===== config.mk =====
export PLATFORM = sky130hd
export DESIGN_NAME = cmd_cfg
export DESIGN_NICKNAME = d
export VERILOG_FILES = /design/src/rtl/cmd_cfg.sv
export SDC_FILE = /design/constraint.sdc
export NUM_CORES = 1
export LEC_CHECK = 0
export CELL_PAD_IN_SITES_DETAIL_PLACEMENT = 0
export CELL_PAD_IN_SITES_GLOBAL_PLACEMENT = 1
export CORE_UTILIZATION = 42
export CTS_CLUSTER_DIAMETER = 100
export DETAILED_ROUTE_END_ITERATION = 7
export PLACE_DENSITY_LB_ADDON = 0.1
export SLEW_MARGIN = 10
export SYNTH_ARGS = -nofsm -noshare
export SYNTH_HDL_FRONTEND = slang
export SYNTH_SLANG_ARGS = --single-unit
export TNS_END_PERCENT = 10

===== constraint.sdc =====
create_clock -name clk -period 3.6 [get_ports clk]
set_input_delay 0.54 -clock clk [delete_from_list [all_inputs] [get_ports clk]]
set_output_delay 0.54 -clock clk [all_outputs]
set_load 0.02 [all_outputs]

===== src/rtl/cmd_cfg.sv =====
// cmd_cfg: decodes host commands into flight setpoints and sequences motor spin-up plus inertial calibration.
// Define FAST_SIM_EN for a 9-bit spin-up timer (simulation); otherwise the timer is 26 bits (~1.34 s at 50 MHz).
`timescale 1ns/1ps
module cmd_cfg (
    input  logic               clk,
    input  logic               rst_n,
    input  logic               cmd_rdy,
    input  logic [7:0]         cmd,
    input  logic [15:0]        data,
    output logic               clr_cmd_rdy,
    output logic [7:0]         resp,
    output logic               send_resp,
    input  logic               cal_done,
    output logic               strt_cal,
    output logic               inertial_cal,
    output logic signed [15:0] d_ptch,
    output logic signed [15:0] d_roll,
    output logic signed [15:0] d_yaw,
    output logic [8:0]         thrst,
    output logic               motors_off
);
`ifdef FAST_SIM_EN
    localparam int TMR_W = 9;
`else
    localparam int TMR_W = 26;
`endif

    localparam logic [7:0] OP_SET_PITCH  = 8'h02;
    localparam logic [7:0] OP_SET_ROLL   = 8'h03;
    localparam logic [7:0] OP_SET_YAW    = 8'h04;
    localparam logic [7:0] OP_SET_THRST  = 8'h05;
    localparam logic [7:0] OP_CALIBRATE  = 8'h06;
    localparam logic [7:0] OP_E_LAND     = 8'h07;
    localparam logic [7:0] OP_MOTORS_OFF = 8'h08;
    localparam logic [7:0] RESP_ACK      = 8'hA5;
    localparam logic [7:0] RESP_NACK     = 8'hEE;

    typedef enum logic [1:0] {IDLE, RAMP, CAL} state_t;

    state_t                r_state;
    state_t                w_nxt_state;
    logic [TMR_W-1:0]      r_tmr;
    logic signed [15:0]    r_ptch;
    logic signed [15:0]    r_roll;
    logic signed [15:0]    r_yaw;
    logic [8:0]            r_thrst;
    logic                  r_motors_off;
    logic                  w_tmr_full;
    logic                  w_ld_ptch;
    logic                  w_ld_roll;
    logic                  w_ld_yaw;
    logic                  w_ld_thrst;
    logic                  w_eland;
    logic                  w_moff_set;
    logic                  w_moff_clr;
    logic                  w_clr_tmr;

    assign w_tmr_full = &r_tmr;

    always_ff @(posedge clk or negedge rst_n) begin
        if (!rst_n) r_state <= IDLE;
        else        r_state <= w_nxt_state;
    end

    // Commands are only decoded in IDLE; a cmd_rdy arriving mid-calibration waits untouched.
    always_comb begin
        w_nxt_state = r_state;
        clr_cmd_rdy = 1'b0;
        send_resp   = 1'b0;
        resp        = RESP_ACK;
        strt_cal    = 1'b0;
        w_ld_ptch   = 1'b0;
        w_ld_roll   = 1'b0;
        w_ld_yaw    = 1'b0;
        w_ld_thrst  = 1'b0;
        w_eland     = 1'b0;
        w_moff_set  = 1'b0;
        w_moff_clr  = 1'b0;
        w_clr_tmr   = 1'b0;
        case (r_state)
            IDLE: begin
                if (cmd_rdy) begin
                    clr_cmd_rdy = 1'b1;
                    send_resp   = 1'b1;
                    case (cmd)
                        OP_SET_PITCH:  w_ld_ptch  = 1'b1;
                        OP_SET_ROLL:   w_ld_roll  = 1'b1;
                        OP_SET_YAW:    w_ld_yaw   = 1'b1;
                        OP_SET_THRST:  w_ld_thrst = 1'b1;
                        OP_E_LAND:     w_eland    = 1'b1;
                        OP_MOTORS_OFF: w_moff_set = 1'b1;
                        OP_CALIBRATE: begin
                            send_resp   = 1'b0;
                            w_moff_clr  = 1'b1;
                            w_clr_tmr   = 1'b1;
                            w_nxt_state = RAMP;
                        end
                        default:       resp = RESP_NACK;
                    endcase
                end
            end
            RAMP: begin
                if (w_tmr_full) begin
                    strt_cal    = 1'b1;
                    w_nxt_state = CAL;
                end
            end
            CAL: begin
                if (cal_done) begin
                    send_resp   = 1'b1;
                    w_nxt_state = IDLE;
                end
            end
            default: w_nxt_state = IDLE;
        endcase
    end

    always_ff @(posedge clk or negedge rst_n) begin
        if (!rst_n)                r_tmr <= '0;
        else if (w_clr_tmr)        r_tmr <= '0;
        else if (r_state == RAMP)  r_tmr <= r_tmr + TMR_W'(1);
    end

    always_ff @(posedge clk or negedge rst_n) begin
        if (!rst_n) begin
            r_ptch       <= '0;
            r_roll       <= '0;
            r_yaw        <= '0;
            r_thrst      <= '0;
            r_motors_off <= 1'b1;
        end else begin
            if (w_ld_ptch)  r_ptch  <= signed'(data);
            if (w_ld_roll)  r_roll  <= signed'(data);
            if (w_ld_yaw)   r_yaw   <= signed'(data);
            if (w_ld_thrst) r_thrst <= data[8:0];
            if (w_eland) begin
                r_ptch  <= '0;
                r_roll  <= '0;
                r_yaw   <= '0;
                r_thrst <= '0;
            end
            if (w_moff_set)      r_motors_off <= 1'b1;
            else if (w_moff_clr) r_motors_off <= 1'b0;
        end
    end

    assign inertial_cal = (r_state == RAMP) || (r_state == CAL);
    assign d_ptch       = r_ptch;
    assign d_roll       = r_roll;
    assign d_yaw        = r_yaw;
    assign thrst        = r_thrst;
    assign motors_off   = r_motors_off;

endmodule


## Yosys cells after proc, flatten, opt, wreduce, memory -nomap -nowiden

Index checks and enable logic that the tools add are counted.
W data, S select, Z words.

| storage, ports and cells | value |
|---|---|
| output and inout bits | 70 |
| logic and storage cells | 81 |
| input bits | 28 |
| register bits | 86 |

| cells by class | value |
|---|---|
| reductions and logical operators | 11 |
| multiplexer cells | 49 |
| equality and inequality tests | 13 |
| $add $sub $neg | 1 |

Operators by type and width:

| kind | count |
|---|---|
| $mux W16 | 6 |
| $mux W26 | 2 |
| $eq A8 B3 Y1 const B | 4 |
| $mux W1 | 30 |
| $add A26 B1 Y26 const B | 1 |
| $reduce_and A26 Y1 | 1 |
| $mux W7 | 3 |
| $mux W9 | 2 |
| $eq A8 B2 Y1 const B | 2 |
| $reduce_bool A2 Y1 | 6 |
| $eq A8 B4 Y1 const B | 1 |
| $mux W2 | 4 |
| $reduce_or A7 Y1 | 1 |
| $ne A2 B2 Y1 const B | 3 |
| $pmux W2 S3 | 1 |
| $reduce_and A4 Y1 | 1 |
| $eq A2 B1 Y1 const B | 1 |
| $eq A2 B2 Y1 const B | 1 |
| $logic_not A2 Y1 | 1 |
| $ne A2 B1 Y1 const B | 1 |
| $pmux W1 S2 | 1 |
| $logic_or A1 B1 Y1 | 1 |

## Logic depth before layout (Yosys ltp)

| logic depth | value |
|---|---|
| word-level depth | 6 |
| mapped depth | 8 |
| gate-level depth less buffers | 6 |

## Least setup slack after synthesis

No wires, ideal clock.

| timing path | value |
|---|---|
| kind | register to output |
| start | reg r_tmr[9] |
| end | out strt_cal |
| data arrival time | 1.927 ns |
| required time | 3.060 ns |
| path slack | 1.133 ns |
| cell stages (with the launch flop) | 5 |
| buffers on the path | 1 |
| cell sequence | dfrtp_1 nand4_2 or4_1 clkbuf_1 nor4_1 |

| on the way | value |
|---|---|
| word-level cells in the longest chain between the ends | 3 |

RTL lines:

| element | RTL line | RTL |
|---|---|---|
| start, declared | 42 | `logic [TMR_W-1:0] r_tmr;` |
| start signal, assigned | 121 | `else if (r_state == RAMP) r_tmr <= r_tmr + TMR_W'(1);` |
| $reduce_and A26 Y1 | 58 | `assign w_tmr_full = &r_tmr;` |
| $mux W1 | 103 | `if (w_tmr_full) begin` |
| $mux W1 | 80 | `case (r_state)` |
| end, declared | 14 | `output logic strt_cal,` |

Every way passes these cells.

## Final worst setup path

| timing path | value |
|---|---|
| start | in cmd[7] |
| end | out resp[0] |

| on the way | value |
|---|---|
| word-level cells in the longest chain between the ends | 5 |
| elaborated cells on any way between the ends | 11 |
| classes of those cells | eq/ne (7); mux (3); reduce/logical (1) |

RTL lines:

| element | RTL line | RTL |
|---|---|---|
| start, declared | 8 | `input logic [7:0] cmd,` |
| $eq A8 B3 Y1, or another cell as far along | 85 | `case (cmd)` |
| $reduce_or A7 Y1 (no source line) * | -- |  |
| $mux W7 * | 85 |  |
| $mux W7 * | 82 | `if (cmd_rdy) begin` |
| $mux W7 * | 80 |  |
| end, declared | 11 | `output logic [7:0] resp,` |

Mark *: on every way between the ends. The rest lies on a longest branch, timed or not.

==> impl_metrics.json <==
{
  "status": "finished, final reports clean",
  "synth_ff_type": "dfrtp_1",
  "worstSetupPathType": "input port to output port",
  "start_kind": "input port",
  "die_x_um": 101.9,
  "setup_viol_count_final": 0,
  "cts_resized": 0,
  "layout_commonest_cell": "clkdlybuf4s50_1",
  "dpl.cell_count": 603,
  "fillers": 905,
  "hpwl_um": 7072,
  "worst_skew_pair.late_latency_ps": 360,
  "synth-edff-count": 0,
  "power.density_nw_per_um2": 486.1,
  "die_h_um": 101.9,
  "cts_tree": "done",
  "postCtsHoldBufs": 0,
  "drv_slew": 0,
  "grt_pass1_vias": 3103,
  "nNetsFinal": 513,
  "fin_skew_ps": 11.08,
  "first_pass_iters": 4,
  "max-vdd-ir-drop_mv": 0.2143,
  "root_buffer": "clkbuf_8",
  "arrival_ps": 2660,
  "clkSlewWorstSetupHoldPaths_ps": 90,
  "antenna_left": 0,
  "netlist_area_sq_um": 4193,
  "cts_sinks": 86,
  "multi_input_area_sq_um": 1827,
  "yosysWarnings": 0,
  "grt_pass1_wl_um": 16460,
  "async_reset_ff_share_pct": 100.0,
  "fin_tns_setup_ps": 0,
  "regArea_sq_um": 2153,
  "instances_no_fill": 619,
  "wl_um": 10140,
  "critPathRequiredTime_ps": 3060,
  "finalCritPeriodShare_pct": 88.95,
  "drtIter0Drc": 129,
  "numCtsBuffers": 9,
  "synth.top_cells.by_area": "dfrtp_1 (51%), mux2i_1 (8.4%), mux2_2 (4.3%)",
  "tightest_slew_ps": 718.6,
  "vias": 3178,
  "drc": 0,
  "synth_top_area_share_pct": 50.73,
  "dieArea_sq_um": 10390,
  "grt_max_degree": 43,
  "gp_congestion": 0.7430,
  "antenna_found_initial": 0,
  "synthCells": 394,
  "hp-class": "input port to asynchronous set/reset pin",
  "core.rowCount": 36,
  "hold_viol": 0,
  "clock_path_buffers": 2,
  "max_freq_mhz": 312.3,
  "cts_post_setup_buffers_inserted": 0,
  "ys_ff_latch": 86,
  "ys_seq_area_share_pct": 51.36,
  "grtUsageTotal_pct": 20.93,
  "layout.cells.most_common_list": "clkdlybuf4s50_1 (92), dfrtp_1 (85), nor2_1 (36)",
  "path_max_fanout": 5,
  "drive_above_1_share_pct": 12.55,
  "area_growth_pct": 28.47,
  "ioPinCount": 98,
  "routedWlPerCell_um": 16.38,
  "synth_area_leader_cell": "dfrtp_1",
  "core_area_sq_um": 9729,
  "maxCapViolCount": 0,
  "antenna_cells": 0,
  "utilization_pct": 55.36,
  "p_leak_nw": 2.259,
  "viasPerCell": 5.134,
  "grt_setup_unrepaired": "false",
  "synth_cell_types": 44,
  "io_buffers": 93,
  "period_minus_slack_ps": 3202,
  "htreeDepth": 3,
  "cp-end-kind": "output port",
  "start_util_pct": 43.09,
  "syn-mean-instance-area_sq_um": 10.64,
  "relSlewSlack_pct": 51.65,
  "gr-total-overflow": 0
}
## power by group
part | total [mW] | switching (mW) | internal [mW]
combinational | 0.706 | 0.396 | 0.310
clock | 0.623 | 0.368 | 0.255
sequential | 1.29 | 0.166 | 1.12
## layout make-up
cell class	count	area share, %
Clock inverter	6	0.8362
Inverter	19	1.324
Multi-Input combinational cell	263	33.91
Sequential cell	86	39.98
Timing Repair Buffer	102	18.49
Clock buffer	10	2.369
Tap cell	133	3.089
## metal layers
layer	track usage (%)	wire length, um
met5	0	0
met2	35.76	5186
met3	5.951	494
met1	25.81	4345
met4	6.264	110
## worst paths after layout
| check | slack [ps] | end | cells after the start | startpoint |
|---|---|---|---|---|
| worst max-delay path | 400 | resp[0] | 6 | cmd[7] |
| worst min-delay path | 70 | d_ptch[1] | 1 | rst_n |
| worst max register to register | 1160 | r_tmr[23] | 6 | r_state[1] |
| worst min register to register | 520 | d_roll[14] | 1 | d_roll[14] |
| max in group asynchronous | 2680 | r_tmr[1] | 2 | rst_n |
| min in group clk | 520 | d_roll[14] | 1 | d_roll[14] |
## worst max-delay path, cell delays in order
cell and delay, ps:
clkdlybuf4s50_1 410, nor4_1 610, nand4b_1 230, o311a_1 210, inv_1 70, clkdlybuf4s50_1 590
## cells in the mapped netlist (8+ instances only)
cell type	n
a21oi_1	13
buf_2	8
clkbuf_1	12
dfrtp_1	85
inv_1	19
mux2_2	16
mux2i_1	35
nand2_1	14
nand3_1	10
nand3b_1	9
nand4_1	9
nor2_1	36
nor2_2	10
nor2b_1	18
o21ai_0	15
or4_1	9
## sequential cells by signal, indices dropped and copies added, names as in the netlist
signal	cells
r_state	2
motors_off	1
d_roll	16
thrst	9
d_yaw	16
r_tmr	26
d_ptch	16
## logic make-up (layout without fill, tap and decap cells)
logic type                 count (synthesis)  after routing  share of synthesized area, %
other                                      2              4                        0.1791
adders and majority gates                  4              4                         1.194
DFF                                       86             86                         51.36
xor gates and xnor gates                  11             11                         2.298
and+or+nand+nor                          150            150                         20.86
buffers and inverters                     47            137                         5.252
AOI/OAI and AO/OA                         43             43                         6.207
muxes                                     51             51                         12.65
## through the flow
stage | power, mW | hold WS, ps | setup slack (ps) | cell area, sq um
2_1_floorplan | 1.737 | 244.4 | 1133 | 4200
3_3_place_gp | 1.997 | 454.9 | 419.3 | 5214
3_5_place_dp | 2.018 | 457.7 | 409.7 | 5214
4_1_cts | 2.657 | 46.10 | 394.7 | 5386
5_1_grt | 2.795 | 61.27 | 227.2 | 5386
6_report | 2.618 | 66.58 | 397.7 | 5386
Power figures use the tool's default switching activity.
==> variant: new RTL, config.mk and constraints unchanged <==
`TMR_W`: 26 -> 52.
--- a/src/rtl/cmd_cfg.sv
+++ b/src/rtl/cmd_cfg.sv
@@ -22,7 +22,7 @@
 `ifdef FAST_SIM_EN
     localparam int TMR_W = 9;
 `else
-    localparam int TMR_W = 26;
+    localparam int TMR_W = 52;
 `endif
 
     localparam logic [7:0] OP_SET_PITCH  = 8'h02;
Function: no difference found for any inputs over 10 cycles, from zero or initial values and one cycle with rst_n low; that may be too few to reach the edited logic, so the function may still have changed.
==> variant against the unedited design <==
Largest cell class unchanged; worst setup slack got worse by 0.27 ns; non-clock buffer count rose by 7; routed wire length rose by 25%; largest power group unchanged; synthesized area rose by 28%; final area rose by 26%; sequential cell count rose by 26; clock skew barely moved; power rose by 43%.
==> variant: results (changes against the unedited design) <==
| Metric | Value |
|---|---|
| Crit. Startpoint | cmd[5] (was cmd[7]) |
| Clock sinks | 112 (was 86) |
| Maximum VDD drop | 0.000296 V (was 0.000214 V) |
| Largest net degree at the start of global routing | 58 (was 43) |
| Clock skew | 0.0109 ns (was 0.0111 ns) |
| Largest cells by area after synthesis | dfrtp_1, mux2i_1, nor2_1 (was dfrtp_1, mux2i_1, mux2_2) |
| Post_cts resized | 0 (unchanged) |
| Largest register FFs | 52 (was 26) |
| Post-DP Area | 0.00649 sq mm (was 0.00521 sq mm) |
| Post-Synth Adder-Cell Area | 0.00936 (was 0.0119) |
| Clk. pwr | 0.970 mW (was 0.623 mW) |
| Final total power | 3.76 mW (was 2.62 mW) |
| CP max-delay cell | or4b_2 (was nor4_1) |
| Fin nets | 684 (was 513) |
| Ys Warns | 0 (unchanged) |
| WHS | 0.249 ns (was 0.0666 ns) |
| DP Cell Count | 809 (was 603) |
| Reg clk slew, reported paths | 0.07 ns (was 0.09 ns) |
| Share of layout cells above drive strength 1 | 0.0670 (was 0.126) |
| Worst Setup EP | resp[6] (was resp[0]) |
| Fmax achieved | 288 MHz (was 312 MHz) |
| Distinct cells, synth | 41 (was 44) |
| Reg power frac | 0.447 (was 0.492) |
| Wirelength per Cell | 15.4 um (was 16.4 um) |
| Via/cell ratio | 5.21 (was 5.13) |
| Fill cells | 1157 (was 905) |
| Post-synthesis compound-gate area fraction | 0.0812 (was 0.0621) |
| Post-synth top cells | dfrtp_1, nor2_1, nand2_1 (was dfrtp_1, nor2_1, mux2i_1) |
| Post-Syn Area per Cell | 9.58 sq um (was 10.6 sq um) |
| Sw frac | 0.362 (was 0.355) |
| Routed wire length | 12700 um (was 10100 um) |
| Pre-CTS setup slack | 0.0152 ns (was 0.410 ns) |
| Detailed placement HPWL | 8900 um (was 7070 um) |
| Worst relative slew slack | 0.503 (was 0.517) |
| WP data arrival | 2.93 ns (was 2.66 ns) |
| Clock root buffer | clkbuf_16 (was clkbuf_8) |
| Worst path max stage delay | 0.68 ns (was 0.61 ns) |
| Outcome | completed (unchanged) |
| R2R depth | 7 (was 6) |
| Synth Area in XOR/XNOR | 0.0459 (was 0.0230) |
| First-pass GRT wire length | 21000 um (was 16500 um) |
| Leak | 3.05 nW (was 2.26 nW) |
| Crit Path Max Fanout | 4 (was 5) |
| Routability cong. | 0.734 (was 0.743) |
## variant: routing by layer
layer | track usage | share of wire | vias up
met3 | 0.0327 | 0.043 | 10
met5 | 0 | 0 | -
met1 | 0.268 | 0.46 | 2104
met2 | 0.351 | 0.49 | 85
li1 | - | - | 2102
met4 | 0.0675 | 0.013 | 0
## variant: area by class of cell
type	instances	share of cell area
tap	168	0.0310
clock inverter	7	0.00850
sequential	112	0.414
clock buffer	9	0.0333
inverter	17	0.00942
multi-input combinational	403	0.345
timing repair buffer	109	0.159
## variant: kinds of logic (layout without fill, tap and decap cells)
kind of cell / Yosys count / in the layout
AND/OR/NAND/NOR: 255 / 255
flip-flops: 112 / 112
AO/OA/AOI/OAI: 79 / 79
buffers and inverters: 45 / 142
multiplexers: 33 / 33
XOR/XNOR: 28 / 28
adder cells (fa/ha/maj): 4 / 4
other: 2 / 4
